--- config.mk ---
export PLATFORM = sky130hd
export DESIGN_NAME = addr_compress_unit
export DESIGN_NICKNAME = d
export VERILOG_FILES = /design/src/rtl/addr_compress_unit.sv
export SDC_FILE = /design/constraint.sdc
export NUM_CORES = 1
export LEC_CHECK = 0
export ABC_AREA = 1
export CAP_MARGIN = 20
export CORE_MARGIN = 4
export CORE_UTILIZATION = 53
export DETAILED_ROUTE_END_ITERATION = 7
export GPL_TIMING_DRIVEN = 0
export HOLD_SLACK_MARGIN = 0.02
export PLACE_DENSITY = 0.85
export SYNTH_ARGS = -nofsm -noshare
export SYNTH_HDL_FRONTEND = slang
export SYNTH_SLANG_ARGS = --single-unit
--- constraint.sdc ---
create_clock -name clk -period 2.3 [get_ports clk]
set_input_delay 0.23 -clock clk [delete_from_list [all_inputs] [get_ports clk]]
set_output_delay 0.23 -clock clk [all_outputs]
set_load 0.005 [all_outputs]
--- src/rtl/addr_compress_unit.sv ---
// Registered address compressor: folds an AW_IN-bit address into an AW_OUT-bit local space
// using a runtime-selected mapping, with out-of-range flagging and a saturating OOR counter.
module addr_compress_unit #(
    parameter int AW_IN  = 8,
    parameter int AW_OUT = 5,
    parameter int CNT_W  = 8
) (
    input  logic              clk,
    input  logic              rst_n,
    input  logic              cfg_we,
    input  logic [1:0]        cfg_mode,
    input  logic [AW_IN-1:0]  cfg_base,
    input  logic              in_valid,
    output logic              in_ready,
    input  logic [AW_IN-1:0]  in_addr,
    output logic              out_valid,
    input  logic              out_ready,
    output logic [AW_OUT-1:0] out_addr,
    output logic              out_oor,
    input  logic              oor_clr,
    output logic [CNT_W-1:0]  oor_count
);

    localparam int NCHUNK = (AW_IN + AW_OUT - 1) / AW_OUT;

    typedef enum logic [1:0] {
        M_TRUNC  = 2'd0,
        M_CHECK  = 2'd1,
        M_OFFSET = 2'd2,
        M_FOLD   = 2'd3
    } mode_t;

    mode_t               mode_q;
    logic [AW_IN-1:0]    base_q;
    logic [AW_OUT:0]     map_p0;
    logic                in_xfer;
    logic                out_xfer;

    function automatic logic [AW_OUT-1:0] fold(input logic [AW_IN-1:0] a);
        logic [NCHUNK*AW_OUT-1:0] padded;
        logic [AW_OUT-1:0]        acc;
        padded           = '0;
        padded[AW_IN-1:0] = a;
        acc              = '0;
        for (int i = 0; i < NCHUNK; i++) begin
            acc = acc ^ padded[i*AW_OUT +: AW_OUT];
        end
        return acc;
    endfunction

    // Returns {oor, addr}; in OFFSET mode the extra MSB of the difference is the borrow.
    function automatic logic [AW_OUT:0] map_addr(input mode_t m, input logic [AW_IN-1:0] b,
                                                 input logic [AW_IN-1:0] a);
        logic [AW_IN:0] diff;
        logic [AW_OUT:0] res;
        diff = {1'b0, a} - {1'b0, b};
        case (m)
            M_TRUNC:  res = {1'b0, a[AW_OUT-1:0]};
            M_CHECK:  res = {|a[AW_IN-1:AW_OUT], a[AW_OUT-1:0]};
            M_OFFSET: res = {diff[AW_IN] | (|diff[AW_IN-1:AW_OUT]), diff[AW_OUT-1:0]};
            default:  res = {1'b0, fold(a)};
        endcase
        return res;
    endfunction

    function automatic logic [CNT_W-1:0] sat_inc(input logic [CNT_W-1:0] c);
        return (c == '1) ? c : c + CNT_W'(1);
    endfunction

    assign in_ready = !out_valid || out_ready;
    assign in_xfer  = in_valid && in_ready;
    assign out_xfer = out_valid && out_ready;

    always_comb begin
        map_p0 = map_addr(mode_q, base_q, in_addr);
    end

    // Config takes effect for beats accepted after the write edge.
    always_ff @(posedge clk or negedge rst_n) begin
        if (!rst_n) begin
            mode_q <= M_TRUNC;
            base_q <= '0;
        end else if (cfg_we) begin
            mode_q <= mode_t'(cfg_mode);
            base_q <= cfg_base;
        end
    end

    // Output register stage: EMPTY when out_valid=0, FULL when out_valid=1.
    always_ff @(posedge clk or negedge rst_n) begin
        if (!rst_n) begin
            out_valid <= 1'b0;
            out_addr  <= '0;
            out_oor   <= 1'b0;
        end else if (in_xfer) begin
            out_valid <= 1'b1;
            out_addr  <= map_p0[AW_OUT-1:0];
            out_oor   <= map_p0[AW_OUT];
        end else if (out_xfer) begin
            out_valid <= 1'b0;
        end
    end

    always_ff @(posedge clk or negedge rst_n) begin
        if (!rst_n) begin
            oor_count <= '0;
        end else if (oor_clr) begin
            oor_count <= '0;
        end else if (out_xfer && out_oor) begin
            oor_count <= sat_inc(oor_count);
        end
    end

endmodule

==> results by group <==
Route
  • DR DRC count: 0
  • Routed vias/inst: 5.15
  • Drt pass-1 iters: 4
  • Vias: around 1500
  • Post-route ant nets: 0
  • DRT Wirelength: 3430 microns
  • Starting DRT DRC Count: 75
  • Wire length per cell: 11.7 microns

Critical path
  • Setup CP Type: input pin to flip-flop
  • Req. time, crit path: 2.53 ns
  • Worst R2R End: out_addr[4]$_DFFE_PN0P_
  • RR Startpoint: base_q[0]$_DFFE_PN0P_
  • Slowest CP cell: clkdlybuf4s50_1
  • Register-to-register setup slack: 0.52 ns
  • Worst setup endpoint: out_addr[4]$_DFFE_PN0P_
  • CP peak stage delay: 0.52 ns
  • Arrival @ worst endpoint: 2.09 ns
  • Setup crit start kind: input pin
  • Setup crit end kind: flip-flop
  • Worst Setup SP: in_addr[0]
  • R2R cell count: 7
  • Worst Path Max Fanout: 2
  • Crit path cell chain: clkdlybuf4s50_1 -> inv_1 -> ha_1 -> fa_1 -> o21bai_1 -> xnor2_1 -> a21oi_1 -> o21ai_0 -> nand2_1

Synth
  • Distinct cell type count after synthesis: 27
  • Post-Synth Simple-Gate Area: 26.5%
  • FF+latch count, synth: 25
  • XOR/XNOR Fraction of Synth Area: roughly 2.2%
  • Synth Warn #: 0
  • Register area share after synthesis: 38.9%
  • Synthesized cell area: ~1600 sq um
  • Post-Synthesis Cells: 219
  • Multiplexer share of the synthesized area: 0.701%
  • Compound-Gate Fraction of Synth Area: 13.6%
  • Mapped Nets: roughly 250
  • Syn_area_per_cell: 7.34 sq um
  • Main combinational cell family by area after synthesis: simple AND/OR/NAND/NOR gates
  • Adder-cell share of the synthesized area: roughly 8.3%

Global routing
  • Largest net degree at the start of global routing: 26
  • GRT Resource Usage Total: 19.1%
  • Initial antenna violation count: 0
  • Vias in the first global route: 1398
  • First-pass GRT wire length: ~6100 microns
  • Congestion Overflow GR: 0

Clocking
  • H-tree depth: 1
  • Hold Buf Count CTS: 0
  • Clock latency on the worst-skew pair: 0.32 ns
  • PostCTS Resize Cnt: 0
  • Post-CTS setup buffer count: 0
  • CTS Buffer Depth: 2
  • CTS tree: yes
  • Clock root buffer: clkbuf_4
  • CTS Buf Count: 3
  • Num Clock Sinks: 25
  • Clock transition at path regs: about 0.14 ns

Place
  • Placed Instances: 288
  • Final RePlAce weighted congestion: 0.865
  • DP Wirelength: 2790 microns
  • Port bufs: 38

Final layout
  • Most common cell after layout, fill and taps aside: nand2_1
  • Fin nets: 297
  • Area growth from synthesis to layout: 29.7%
  • Share of cells above drive strength 1: approximately 7.6%
  • Diodes inserted: 0
  • Fin cells: 293
  • Most frequent cells in the layout: nand2_1 (60), clkdlybuf4s50_1 (38), inv_1 (37), dfrtp_1 (25), o21ai_0 (19)

Timing
  • Worst-Margin Slew: 0.518 ns
  • Worst relative slew slack: 65.3%
  • Final setup TNS: 0 ns
  • Setup-failing EPs final: 0
  • Final hold violations: 0
  • Tcrit/Tclk final: 81.1%
  • Fin crit period: approximately 1.9 ns
  • Final slew viol count: 0
  • RSZ-0062 raised after global routing: false
  • Clock skew: 0.00133 ns
  • Fmax achieved: between 0.5 and 0.6 GHz

Floorplan
  • Die W: 63.1 microns
  • Die area: 3980 sq um
  • Die height: 63.1 microns
  • Core area: 2830 sq um
  • Initial core utilization: 56.8%
  • Number of top-level pins: 40
  • Num rows: 19

Power and ir drop
  • Pwr/cell area: 512 nW/um^2
  • Leak: a little over 1 nW
  • Worst VDD drop: 283 uV

Worst hold path
  • Worst Hold Class: input pin to asynchronous set/reset pin

Status
  • Status: complete, no violations

Job
  • # Max-Cap Violations: 0
==> worst min path at each step <==
stage | cells after the start | slack (ns) | to
floorplan | 0 | -0.07 | base_q[0]$_DFFE_PN0P_
CTS | 2 | 0.31 | base_q[2]$_DFFE_PN0P_
detailed placement | 2 | 0.47 | out_addr[1]$_DFFE_PN0P_
global route | 1 | 0.23 | oor_count[6]$_DFFE_PN0P_
finish | 1 | 0.23 | out_addr[1]$_DFFE_PN0P_
global placement | 2 | 0.46 | out_addr[4]$_DFFE_PN0P_
==> stage by stage <==
step           area [sq um]  hold WS, ns  total power, mW  utilization [%]  setup WS [ns]
2_1_floorplan          1610      -0.0656            0.711                -          0.725
6_report               2080        0.225             1.07             73.6          0.436
3_5_place_dp           2030        0.473            0.862             71.6         0.0880
3_3_place_gp           2030        0.463            0.853             71.6          0.112
5_1_grt                2080        0.227             1.15             73.6          0.337
4_1_cts                2060        0.311             1.07             72.7          0.455
==> cell families after synthesis <==
group / after synthesis
AOI/OAI and AO/OA: 39
and+or+nand+nor: 98
xor gates and xnor gates: 4
adders and majority gates: 10
muxes: 1
buffers and inverters: 42
DFF: 25
==> layout make-up <==
class	instances	area [sq um]
sequential	25	626
tap	31	38.8
timing repair buffer	39	408
clock buffer	3	22.5
inverter	39	146
fill	240	746
clock inverter	1	7.51
multi-input combinational	152	823
buffer	3	11.3
==> registers in the layout (all words and copies together) (netlist names) <==
signal	cells
base_q	8
oor_count	8
out_addr	5
mode_q	2
out_oor	1
out_valid	1
==> synthesized netlist by cell type <==
cell | instances | area [sq um]
a21oi_4 | 1 | 16.3
nand3_2 | 1 | 10.0
o21bai_1 | 1 | 7.51
a41oi_1 | 1 | 8.76
nand2_2 | 3 | 18.8
xor2_1 | 2 | 17.5
inv_1 | 37 | 139
nor3_1 | 2 | 10.0
nor2_2 | 3 | 18.8
ha_1 | 9 | 113
o21ai_1 | 2 | 10.0
inv_2 | 2 | 7.51
nand3_1 | 12 | 60.1
o21ai_0 | 19 | 95.1
fa_1 | 1 | 20.0
nor2_1 | 11 | 41.3
o21a_1 | 1 | 7.51
nor3_2 | 1 | 10.0
xnor2_1 | 2 | 17.5
mux2_2 | 1 | 11.3
or2_2 | 2 | 12.5
nand4_1 | 3 | 18.8
nand2_1 | 60 | 225
a21oi_1 | 13 | 65.1
dfrtp_1 | 25 | 626
clkbuf_1 | 3 | 11.3
a21oi_2 | 1 | 8.76
==> where the power goes <==
| part | switching, mW | internal, mW | total (mW) |
|---|---|---|---|
| logic | 0.182 | 0.175 | 0.357 |
| registers | 0.0223 | 0.480 | 0.502 |
| clock network | 0.142 | 0.0665 | 0.208 |
==> routing by layer <==
metal	vias up	wire, microns	GRT usage (%)
li1	781	-	-
met1	685	1590	25.9
met2	40	1570	29.9
met3	4	210	3.20
met4	0	57	8.26
met5	-	0	0
==> worst max-delay path, delay by kind of cell <==
family / cells / cell delay [ns]
AO/OA/AOI/OAI: 3 / 0.42
AND/OR/NAND/NOR: 1 / 0.08
buffers and inverters: 2 / 0.59
XOR/XNOR: 1 / 0.16
adder cells (fa/ha/maj): 2 / 0.61
Note: power is estimated with default switching activity, not from simulation.
